## config.mk

```make
export PLATFORM = sky130hd
export DESIGN_NAME = useq
export DESIGN_NICKNAME = d
export VERILOG_FILES = /design/src/rtl/useq_pkg.sv /design/src/rtl/useq_ustack.sv /design/src/rtl/useq.sv
export SDC_FILE = /design/constraint.sdc
export NUM_CORES = 1
export LEC_CHECK = 0
export CORE_MARGIN = 2
export CORE_UTILIZATION = 54
export CTS_CLUSTER_DIAMETER = 40
export CTS_CLUSTER_SIZE = 14
export DETAILED_ROUTE_END_ITERATION = 12
export PLACE_DENSITY_LB_ADDON = 0.05
export SYNTH_ARGS = -nofsm -noshare
export SYNTH_HDL_FRONTEND = slang
export SYNTH_SLANG_ARGS = --single-unit
```

## constraint.sdc

```tcl
create_clock -name clk -period 4.4 [get_ports clk]
set_clock_uncertainty 0.05 [all_clocks]
set_input_delay 0.88 -clock clk [delete_from_list [all_inputs] [get_ports clk]]
set_output_delay 0.88 -clock clk [all_outputs]
set_load 0.005 [all_outputs]
```

## src/rtl/useq_pkg.sv

```systemverilog
// Shared microsequencer definitions: COND field encodings and LC-3 defaults.
package useq_pkg;

  typedef enum logic [2:0] {
    COND_NONE = 3'd0,
    COND_RDY  = 3'd1,
    COND_BEN  = 3'd2,
    COND_ADDR = 3'd3,
    COND_PRIV = 3'd4,
    COND_INT  = 3'd5
  } cond_e;

  // Entry i (8 bits each) is the uaddr bit that qual[i] ORs into.
  localparam logic [39:0] LC3_QBIT_MAP = 40'h0403000201;
  localparam int unsigned LC3_RESET_UADDR = 18;

endpackage

```

## src/rtl/useq_ustack.sv

```systemverilog
// Micro-subroutine return stack: plain LIFO that refuses push-when-full and pop-when-empty.
module ustack #(
  parameter int unsigned DEPTH = 4,
  parameter int unsigned W     = 6
) (
  input  logic                         clk,
  input  logic                         rst,
  input  logic                         push,
  input  logic                         pop,
  input  logic [W-1:0]                 din,
  output logic [W-1:0]                 top,
  output logic                         full,
  output logic                         empty,
  output logic [$clog2(DEPTH+1)-1:0]   depth
);

  localparam int unsigned DW = $clog2(DEPTH + 1);
  localparam int unsigned AW = (DEPTH > 1) ? $clog2(DEPTH) : 1;

  logic [W-1:0]  mem [DEPTH];
  logic [DW-1:0] ptr;
  logic [AW-1:0] wr_idx;
  logic [AW-1:0] rd_idx;
  logic          do_push;
  logic          do_pop;

  always_comb begin
    full    = (ptr == DW'(DEPTH));
    empty   = (ptr == '0);
    do_push = push && !full;
    do_pop  = pop && !empty;
    wr_idx  = AW'(ptr);
    rd_idx  = AW'(ptr - DW'(1));
    top     = mem[rd_idx];
    depth   = ptr;
  end

  always_ff @(posedge clk) begin
    if (rst) begin
      ptr <= '0;
    end else if (do_push) begin
      ptr <= ptr + DW'(1);
    end else if (do_pop) begin
      ptr <= ptr - DW'(1);
    end
  end

  // Storage is not reset; entries at or above ptr are never read as valid.
  always_ff @(posedge clk) begin
    if (do_push) begin
      mem[wr_idx] <= din;
    end
  end

endmodule

```

## src/rtl/useq.sv

```systemverilog
// Microsequencer: holds the micro-PC and selects the next micro-address from dispatch, call/ret and qualified branches.
module useq
  import useq_pkg::*;
#(
  parameter int unsigned           UADDR_W     = 6,
  parameter int unsigned           NQUAL       = 5,
  parameter int unsigned           COND_W      = 3,
  parameter int unsigned           OP_W        = 4,
  parameter int unsigned           STACK_D     = 4,
  parameter int unsigned           RESET_UADDR = LC3_RESET_UADDR,
  parameter logic [8*NQUAL-1:0]    QBIT_MAP    = LC3_QBIT_MAP
) (
  input  logic                          clk,
  input  logic                          rst,
  input  logic                          stall,
  input  logic                          ird,
  input  logic [COND_W-1:0]             cond,
  input  logic [UADDR_W-1:0]            j,
  input  logic                          call,
  input  logic                          ret,
  input  logic [NQUAL-1:0]              qual,
  input  logic [OP_W-1:0]               opcode,
  output logic [UADDR_W-1:0]            uaddr,
  output logic [$clog2(STACK_D+1)-1:0]  depth,
  output logic                          ovf,
  output logic                          unf,
  output logic                          err
);

  logic [UADDR_W-1:0] tgt;
  logic [UADDR_W-1:0] ret_addr;
  logic [UADDR_W-1:0] top;
  logic               full;
  logic               empty;
  logic               active;
  logic               push;
  logic               pop;

  // Only the qualifier selected by cond may OR into its mapped bit of j.
  always_comb begin
    tgt = j;
    for (int unsigned i = 0; i < NQUAL; i++) begin
      if (cond == COND_W'(i + 1)) begin
        for (int unsigned b = 0; b < UADDR_W; b++) begin
          if (QBIT_MAP[8*i +: 8] == 8'(b)) begin
            tgt[b] = j[b] | qual[i];
          end
        end
      end
    end
  end

  always_comb begin
    ret_addr = uaddr + UADDR_W'(1);
    active   = !rst && !stall && !ird;
    push     = active && call;
    pop      = active && !call && ret;
  end

  ustack #(
    .DEPTH (STACK_D),
    .W     (UADDR_W)
  ) u_stack (
    .clk   (clk),
    .rst   (rst),
    .push  (push),
    .pop   (pop),
    .din   (ret_addr),
    .top   (top),
    .full  (full),
    .empty (empty),
    .depth (depth)
  );

  always_ff @(posedge clk) begin
    if (rst) begin
      uaddr <= UADDR_W'(RESET_UADDR);
      ovf   <= 1'b0;
      unf   <= 1'b0;
      err   <= 1'b0;
    end else if (!stall) begin
      if (ird) begin
        uaddr <= UADDR_W'(opcode);
      end else if (call) begin
        uaddr <= tgt;
        if (ret)  err <= 1'b1;
        if (full) ovf <= 1'b1;
      end else if (ret) begin
        if (empty) begin
          uaddr <= UADDR_W'(RESET_UADDR);
          unf   <= 1'b1;
        end else begin
          uaddr <= top;
        end
      end else begin
        uaddr <= tgt;
      end
    end
  end

endmodule

```

Word-level counts from Yosys, hierarchy flattened:

Memory sizes are Yosys's and may differ from the RTL's.
Index checks and enable logic that the tools add are counted.

* register bits after elaboration: 12
* latch bits: 0
* RAM bits: 24
* bits in read-only memories: 0
* input port bits: 24
* output and inout port bits: 12
* logic and storage cells: 54
* memories kept: 1

* add/sub/neg operators: 3
* multiply operators: 0
* divide/modulo/power cells: 0
* magnitude comparators: 0
* equality and inequality tests: 6
* shift operators: 0
* muxes and demuxes: 13
* bitwise operators: 8
* reductions and logical operators: 18

Memories
* u_stack.mem: depth 4, bits a word 6, read ports 1, clocked after Yosys merged registers in 0, write ports 1, RTL line useq_ustack.sv:20 `logic [W-1:0] mem [DEPTH];`

Operator list (count)
* 2-to-1 mux 6 bit: 4
* equality test 3 bit (second input constant): 3
* AND reduction 4 bit: 2
* logical AND 1 bit: 7
* 2-to-1 mux 1 bit: 7
* adder 6 x 1 -> 6 bit (second input constant): 1
* equality test 3 x 2 -> 1 bit (second input constant): 2
* zero test 1 bit: 6
* 2-to-1 mux 3 bit: 2
* bitwise OR 1 bit: 5
* AND reduction 5 bit: 1
* adder 3 x 1 -> 3 bit (second input constant): 1
* equality test 3 x 1 -> 1 bit (second input constant): 1
* zero test 3 bit: 1
* inverter 1 bit: 3
* subtractor 3 x 1 -> 3 bit (second input constant): 1
* nonzero test 2 bit: 1

Longest topological paths before layout:

Gate-level depths: netlist (run 1).

* depth after elaboration: 8
* gate-level depth with buffers: 8
* depth with buffers taken out: 6

Hierarchy:

Synthesis (run 1) repeated with hierarchy kept, for this count alone.

* cell total of the unflattened synthesis: 132
* area total of the unflattened synthesis: 1739.2 µm²

By module, submodules not included
* ustack: instances 1, cells each 64, area an instance 1146.1 µm², seq. area each 780.7 µm²
* useq: instances 1, cells each 68, area an instance 593.1 µm², seq. area each 180.2 µm²

Worst setup path after synthesis (run 1):

No wires, ideal clock.

* path kind: input-to-reg
* start point: input port stall
* end point: memory u_stack.mem[0][0] (enable)
* library setup time: 0.377 ns
* arrival: 1.867 ns
* required time: 3.973 ns
* setup slack: 2.107 ns
* cell stages on the path: 5
* path buffers: 2
* path through: buf_6 -> nor2_4 -> buf_2 -> nand2_1 -> nor3_1

* longest elaborated chain between the ends: 7

Ends and longest elaborated chain
* start, declared: RTL line useq.sv:15 `input logic stall,`
* zero test 1 bit
* logical AND 1 bit (2 in a row): RTL line useq.sv:55 `active = !rst && !stall && !ird;`
* logical AND 1 bit: RTL line useq.sv:56 `push = active && call;`
* logical AND 1 bit: RTL line useq_ustack.sv:30 `do_push = push && !full;`
* 2-to-1 mux 1 bit: RTL line useq_ustack.sv:50 `if (do_push) begin`
* 2-to-1 mux 1 bit (not written as such): RTL line useq_ustack.sv:51 `mem[wr_idx] <= din;`
* end, declared: RTL line useq_ustack.sv:20

No other way between the ends.

Worst setup path in the final report (run 1):

Same ends and word-level chain as after synthesis.

==> impl_metrics.tcl, run 1 <==
set metrics [dict create \
    area_growth_syn_to_layout_pct 26.0 \
    clkSinkCount 36 \
    grt_max_degree 18 \
    synth_fa_ha_area_frac 0.0439 \
    placed_area_um2 2070 \
    status "finished clean" \
    dieHeight_um 60.3 \
    synth_top_family_by_area "simple AND/OR/NAND/NOR gates" \
    design_area_um2 2150 \
    slew_headroom 0.487 \
    final_common_cell "clkdlybuf4s50_1" \
    syn_nets 164 \
    fin_cells 214 \
    wl_per_cell_um 18.1 \
    crit_slowest_cell "nor3_1" \
    critPathLaunchType "primary input" \
    cp-end-kind "flip-flop" \
    start_util 0.565 \
    yosys_most_used_dff "edfxtp_1" \
    clock_latency_ps 350 \
    dieArea_um2 3630 \
    syn_area_per_cell_um2 12.8 \
    fp-row-count 20 \
    die_w_um 60.3 \
    peakVddDrop_mv 0.272 \
    syn_inst 134 \
    period_share 0.603 \
    path_clk_slew_ps 100 \
    total_leakage_power_nw 0.734 \
    hold_viol 0 \
    dp_hpwl_mm 2.91 \
    numCtsBuffers 5 \
    htree_levels 2 \
    crit_buf_inv 1 \
    post_cts_resized 0 \
    ys_async_sr_fraction 0 \
    synth_edf_count 24 \
    io_buffers 35 \
    setup_tns_ps 0 \
    synthTopCellsByArea "edfxtp_1, dfxtp_1, mux4_2" \
    cap_viol_max_count 0 \
    muxShareOfSynthArea 0.0944 \
    via_count 1224 \
    design.core.area_um2 3030 \
    synth_area_um2 1710 \
    layout-drive-gt1-share 0.106 \
    cts.path.max_buffers 2 \
    yosys.area.top_type_share 0.421 \
    critPathTopFamily "simple AND/OR/NAND/NOR gates" \
    cts_tree "yes" \
    met1_length_mm 1.60 \
    worstMarginPinSlew_ps 764 \
    cts_root_buffer "clkbuf_4" \
    synth_compound_area_frac 0.108 \
    maxSlewViolCount 0 \
    power_uw 689 \
    via_per_inst 5.72 \
    met3_length_um 306 \
    max_stage_delay_ps 630 \
    n_antenna_cell 0 \
    ctsHoldBuffers 0 \
    drtPass1Iterations 4 \
    cp_max_fo 13 \
    startpoint "stall" \
    setup_violations 0 \
    grt-ovfl-total 0 \
    yosysWarnings 0 \
    rsz0062_at_grt "no" \
    worstSetupPathType "in -> reg" \
    grt_pass1_vias 1175 \
    top_layer "met4" \
    post-cts-setup-buffer-count 0 \
    ios 36 \
    layout_min_cycle_time_ps 2650 \
    power_density_nw_per_um2 320 \
    crit_chain "clkdlybuf4s50_1, nor2_4, nand2_1, nor3_1" \
    drc 0 \
    crit_arrival_ps 2580 \
    routed-wl-met2_mm 1.85 \
    fin_nets 199 \
    drt_wl_total_mm 3.87 \
    worstHoldStart "err$_SDFFE_PP0P_" \
    drt.antenna.violating_nets 0 \
    placed_cells 206 \
    ys_seq_area_frac 0.562 \
    synth_seq_cells 36 \
    grt_pass1_wl_mm 5.80 \
    max_freq_mhz 377 \
    antenna_found_initial 0 \
    synthSimpleGateAreaFrac 0.134 \
    hp-class "reg -> reg" \
    required_ps 4330 \
    ys_types 37 \
    place.gp.congestion 0.897 \
    rr_startpoint "u_stack.depth[0]$_SDFFE_PP0P_" \
    drt_iter0_markers 62 \
    layout_common_cells "clkdlybuf4s50_1, edfxtp_1, dfxtp_1" \
    synth_xor_area_frac 0.0205 \
    yosysTopAreaCell "edfxtp_1" \
    grtUsageTotal 0.240 \
]
==> per-layer routing <==
layer / up-vias / global-route usage
li1: 577 / -
met1: 573 / 0.300
met4: 0 / 0.121
met3: 9 / 0.0671
met5: - / 0
met2: 65 / 0.379
==> per-stage QoR <==
step | hold WS (ps) | setup slack (ps) | utilization
after floorplan | 411 | 2110 | -
after global placement | 420 | 1440 | 0.685
after detailed placement | 425 | 1380 | 0.685
after CTS | 449 | 1750 | 0.712
after global routing | 482 | 1620 | 0.712
final | 440 | 1750 | 0.712
==> worst min-delay path: stages, from the launching register on <==
cell     delay, ps
dfxtp_1        340
a31oi_1         40
nor2_1          70
==> synthesized netlist by cell type (all sizes together), types with 4 or more instances <==
cell and number:
a21oi 7, a31oi 5, buf 4, dfxtp 12, edfxtp 24, ha 6, inv 6, mux4 6
nand2 7, nor2 9, o21ai 8
==> flip-flops by register name, summed over array words and instances (netlist names) <==
register       flops
u_stack.mem       24
u_stack.depth      3
unf                1
uaddr              6
ovf                1
err                1
==> final cells by class <==
| cell class | instances | area, µm² |
|---|---|---|
| tap | 44 | 55.1 |
| clock buffer | 5 | 37.5 |
| inverter | 6 | 22.5 |
| fill | 243 | 873 |
| sequential | 36 | 961 |
| timing repair buffer | 35 | 350 |
| multi-input combinational | 85 | 686 |
| clock inverter | 3 | 42.5 |
==> power breakdown <==
group	switching [mW]	total, mW	leakage, nW	internal (mW)
combinational	0.0371	0.0818	0.378	0.0447
sequential	0.00903	0.380	0.314	0.371
clock	0.109	0.227	0.0412	0.118
total	0.155	0.689	0.734	0.534
==> final timing paths <==
kind | endpoint | slack, ps | depth (start not counted)
worst max-delay path | u_stack.mem[0][0]$_DFFE_PP_ | 1750 | 4
worst min-delay path | err$_SDFFE_PP0P_ | 440 | 2
worst min register to register | err$_SDFFE_PP0P_ | 440 | 2
worst max register to register | u_stack.mem[1][1]$_DFFE_PP_ | 2020 | 5
==> logic make-up (layout without fill, tap and decap cells) <==
logic type / count (synthesis) / in the layout
flip-flops: 36 / 36
buffers and inverters: 13 / 49
AO/OA/AOI/OAI: 29 / 29
adder cells (fa/ha/maj): 6 / 6
XOR/XNOR: 4 / 4
AND/OR/NAND/NOR: 38 / 38
multiplexers: 8 / 8
No activity file was read; power rests on OpenSTA's default activity.
==> run 2, diff against run 1 <==
Settings changed: CORE_UTILIZATION 54 to 45.
Clock period 4.4 ns to 2.41 ns, I/O delays scaled along.
==> run 2 against run 1 <==
  * Combinational power up 88%
  * Design area up 3.4%
  * Sequential share of layout area down 1.5 points
  * Sequential power up 82%
  * Via count down 0.74%
  * Worst hold slack worse by 15 ps
  * Total power up 98%
  * Highest routed layer unchanged
==> impl_metrics.tcl, run 2 (synthesis gave the netlist of run 1 again) <==
set metrics [dict create \
    post-cts-setup-buffer-count 0 \
    slew_headroom 0.765 \
    via_per_inst 5.45 \
    swShare 0.215 \
    max_stage_delay_ps 390 \
    crit_buf_inv 1 \
    dieHeight_um 65.7 \
    clkSinkCount 36 \
    start_util 0.467 \
    layout_common_cells "clkdlybuf4s50_1, edfxtp_1, dfxtp_1" \
    cts.path.max_buffers 2 \
    fp-row-count 22 \
    grtUsageTotal 0.197 \
    clock_latency_ps 290 \
    place.gp.congestion 0.756 \
    cts_tree "yes" \
    drt.antenna.violating_nets 0 \
    crit_arrival_ps 1810 \
    total_leakage_power_nw 0.772 \
    antenna_found_initial 0 \
    critPathTopFamily "simple AND/OR/NAND/NOR gates" \
    via_count 1215 \
    ctsHoldBuffers 0 \
    layout_min_cycle_time_ps 1910 \
    htree_levels 2 \
    power_frac_clock 0.380 \
    crit_chain "inv_1, ha_1, nand2_1, and4b_1, and2_1" \
    drt_wl_total_mm 3.65 \
    dp_hpwl_mm 2.78 \
    holdWs_ps 424 \
    timing.final.ws_setup_ps 505 \
    drtPass1Iterations 4 \
    die_w_um 65.7 \
    max_freq_mhz 525 \
    seq_power_share 0.507 \
    comb_power_share 0.113 \
    n_antenna_cell 0 \
    cp_max_fo 7 \
    final_common_cell "clkdlybuf4s50_1" \
    rsz0062_at_grt "no" \
    grt_pass1_wl_mm 6.08 \
    post_cts_resized 0 \
    dieArea_um2 4310 \
    hold_viol 0 \
    required_ps 2320 \
    critPathLaunchType "flip-flop" \
    crit_slowest_cell "dfxtp_1" \
    fin_nets 204 \
    area_growth_syn_to_layout_pct 30.3 \
    placed_area_um2 2120 \
    cts_root_buffer "clkbuf_8" \
    power_mw 1.36 \
    period_share 0.791 \
    cp-end-kind "flip-flop" \
    maxSlewViolCount 0 \
    ios 36 \
    p_sw_uw 293 \
    status "finished clean" \
    power_density_nw_per_um2 611 \
    design_area_um2 2230 \
    cap_viol_max_count 0 \
    p_int_mw 1.07 \
    grt-ovfl-total 0 \
    wl_per_cell_um 16.4 \
    worstMarginPinSlew_ps 350 \
    worstSetupPathType "reg -> reg" \
    grt_max_degree 17 \
    grt_pass1_vias 1177 \
    top_register "u_stack.mem" \
    peakVddDrop_mv 0.385 \
    dpl_worst_slack_ps 210 \
    numCtsBuffers 5 \
    setup_violations 0 \
    drc 0 \
    io_buffers 35 \
    drt_iter0_markers 86 \
    setup_tns_ps 0 \
    hp-class "reg -> reg" \
    path_clk_slew_ps 80 \
    design.core.area_um2 3660 \
    largest_reg_flops 24 \
    layout-drive-gt1-share 0.131 \
]
==> run 2: stage by stage <==
step,cells,utilization
floorplan,134,-
global route,223,0.609
detailed placement,215,0.578
CTS,223,0.609
global placement,215,0.578
finish,223,0.609
==> run 2: power groups by stage <==
stage | Sequential (mW) | Clock (mW) | Combinational [mW]
global placement | 0.704 | 0 | 0.154
detailed placement | 0.704 | 0 | 0.155
CTS | 0.690 | 0.529 | 0.156
floorplan | 0.702 | 0 | 0.0720
global route | 0.692 | 0.555 | 0.171
finish | 0.691 | 0.517 | 0.154
==> run 2: layer usage <==
layer,track usage,up-vias,share of wire
li1,-,583,-
met4,0.0964,0,0.014
met2,0.293,47,0.44
met5,0,-,0
met3,0.0497,6,0.059
met1,0.269,579,0.48
==> run 2: final timing paths <==
check	start	endpoint	slack, ps	depth (start not counted)
worst max-delay path	u_stack.depth[1]$_SDFFE_PP0P_	u_stack.mem[3][5]$_DFFE_PP_	500	5
worst min-delay path	unf$_SDFFE_PP0P_	unf$_SDFFE_PP0P_	420	2
worst max register to register	u_stack.depth[1]$_SDFFE_PP0P_	u_stack.mem[3][5]$_DFFE_PP_	500	5
worst min register to register	unf$_SDFFE_PP0P_	unf$_SDFFE_PP0P_	420	2
==> run 2: tightest hold or removal path, cell delays in order, from the launching register on <==
cell     delay, ps
dfxtp_1        340
a31oi_1         40
nor2_1          70
==> run 2: area by class of cell <==
type | instances | area [µm²]
repair buffers | 40 | 388
flip-flops and latches | 36 | 961
fillers | 301 | 1430
clock buffers | 5 | 68.8
well taps | 48 | 60.1
multi-input cells | 85 | 686
inverters | 6 | 22.5
clock inverters | 3 | 42.5
==> run 3, diff against run 2 <==
Settings changed: CORE_UTILIZATION 45 to 50.
Clock period 2.41 ns to 1.8 ns, I/O delays scaled along.
==> run 3 against run 2 <==
  * Non-clock buffer count increased by 7
  * Worst hold slack improved by 26 ps
  * Clock power decreased by 16%
  * Global-route usage increased by 1.9 points
  * Design area increased by 1.1%
  * Sequential share of layout area decreased by 0.31 points
  * Via count increased by 2.7%
  * Final cell count increased by 2.2%
  * Total power increased by 16%
  * Count of clock-buffer cells in the layout unchanged
  * Sequential power increased by 34%
==> impl_metrics.tcl, run 3 (synthesis gave the netlist of run 1 again) <==
set metrics [dict create \
    grt_max_degree 17 \
    timing.final.ws_setup_ps 70.0 \
    via_count 1248 \
    worstMarginPinSlew_ps 448 \
    cp_max_fo 2 \
    ios 36 \
    die_w_um 62.5 \
    clock_latency_ps 340 \
    layout_common_cells "clkdlybuf4s50_1, edfxtp_1, buf_4" \
    peakVddDrop_mv 0.561 \
    rsz0062_at_grt "no" \
    routed-wl-met2_mm 1.88 \
    cap_viol_max_count 0 \
    cts_tree "yes" \
    drc 0 \
    crit_slowest_cell "clkdlybuf4s50_1" \
    n_antenna_cell 0 \
    power_density_nw_per_um2 701 \
    crit_buf_inv 2 \
    critPathTopFamily "buffers and inverters" \
    final_common_cell "clkdlybuf4s50_1" \
    max_stage_delay_ps 490 \
    drt_wl_total_mm 3.83 \
    ctsHoldBuffers 0 \
    dp_hpwl_mm 3.04 \
    wl_per_cell_um 16.8 \
    cts.path.max_buffers 2 \
    drt_iter0_markers 60 \
    status "finished clean" \
    drtPass1Iterations 4 \
    design.core.area_um2 3310 \
    crit_arrival_ps 1320 \
    largest_reg_flops 24 \
    cp-end-kind "primary output" \
    worstSetupPathType "reg -> out" \
    critPathLaunchType "flip-flop" \
    dieArea_um2 3900 \
    cts_root_buffer "clkbuf_4" \
    grtUsageTotal 0.217 \
    grt-ovfl-total 0 \
    top_register "u_stack.mem" \
    setup_violations 0 \
    path_clk_slew_ps 120 \
    maxSlewViolCount 0 \
    antenna_found_initial 0 \
    place.gp.congestion 0.821 \
    hold_viol 0 \
    required_ps 1390 \
    slew_headroom 0.699 \
    via_per_inst 5.47 \
    met1_length_mm 1.76 \
    io_buffers 35 \
    total_leakage_power_nw 0.790 \
    area_growth_syn_to_layout_pct 31.7 \
    dpl_worst_slack_ps -154 \
    crit_chain "buf_6, clkdlybuf4s50_1" \
    start_util 0.517 \
    hp-class "reg -> reg" \
    grt_pass1_wl_mm 6.48 \
    period_share 0.961 \
    htree_levels 2 \
    drt.antenna.violating_nets 0 \
    layout_min_cycle_time_ps 1730 \
    numCtsBuffers 5 \
    max_freq_mhz 578 \
    top_layer "met4" \
    fin_nets 211 \
    clkSinkCount 36 \
    fp-row-count 21 \
    layout-drive-gt1-share 0.220 \
    dieHeight_um 62.5 \
    grt_pass1_vias 1298 \
    met3_length_um 153 \
    setup_tns_ps 0 \
]
==> run 3: repair_timing <==
action / 4_1_cts / 5_1_grt
endpoints found under the hold margin: 0 / 0
gates resized for setup: 1 / 5
endpoints found under the setup margin: 1 / 22
setup buffers: 1 / 0
==> run 3: power breakdown <==
part	total (mW)	internal (mW)	switching, mW
registers	0.923	0.907	0.0163
logic	0.224	0.126	0.0980
clock network	0.433	0.154	0.278
==> run 3: final timing paths <==
kind	end	depth (start not counted)	start	slack [ps]
hold / removal	err$_SDFFE_PP0P_	2	err$_SDFFE_PP0P_	450
setup reg to reg	u_stack.mem[2][2]$_DFFE_PP_	5	u_stack.depth[1]$_SDFFE_PP0P_	140
setup / recovery	depth[0]	2	u_stack.depth[0]$_SDFFE_PP0P_	70
hold reg to reg	err$_SDFFE_PP0P_	2	err$_SDFFE_PP0P_	450
==> run 3: worst reg2reg max path: cells and delay by family (launching register included) <==
family,cells,cell delay [ps]
adder cells (fa/ha/maj),1,180
AND/OR/NAND/NOR,3,630
buffers and inverters,1,100
flip-flops,1,400
==> run 3: per-layer routing <==
metal  track usage  vias to the layer above
met1         0.296                      609
met5             0                        -
met2         0.341                       40
met3        0.0613                        4
met4        0.0611                        0
li1              -                      595
==> run 3: metrics by stage <==
step	instances	cell area [µm²]	power, mW	hold WS, ps	util
2_1_floorplan	134	1720	1.04	411	-
3_3_place_gp	219	2170	1.16	410	0.655
3_5_place_dp	219	2170	1.16	421	0.655
4_1_cts	228	2240	1.59	448	0.676
5_1_grt	228	2250	1.66	477	0.681
6_report	228	2250	1.58	450	0.681
==> run 3: layout make-up <==
cell class | instances | area, µm²
Clock buffer | 5 | 37.5
Clock inverter | 3 | 21.3
Fill cell | 285 | 1060
Inverter | 6 | 22.5
Multi-Input combinational cell | 85 | 706
Sequential cell | 36 | 965
Tap cell | 46 | 57.6
Timing Repair Buffer | 47 | 444
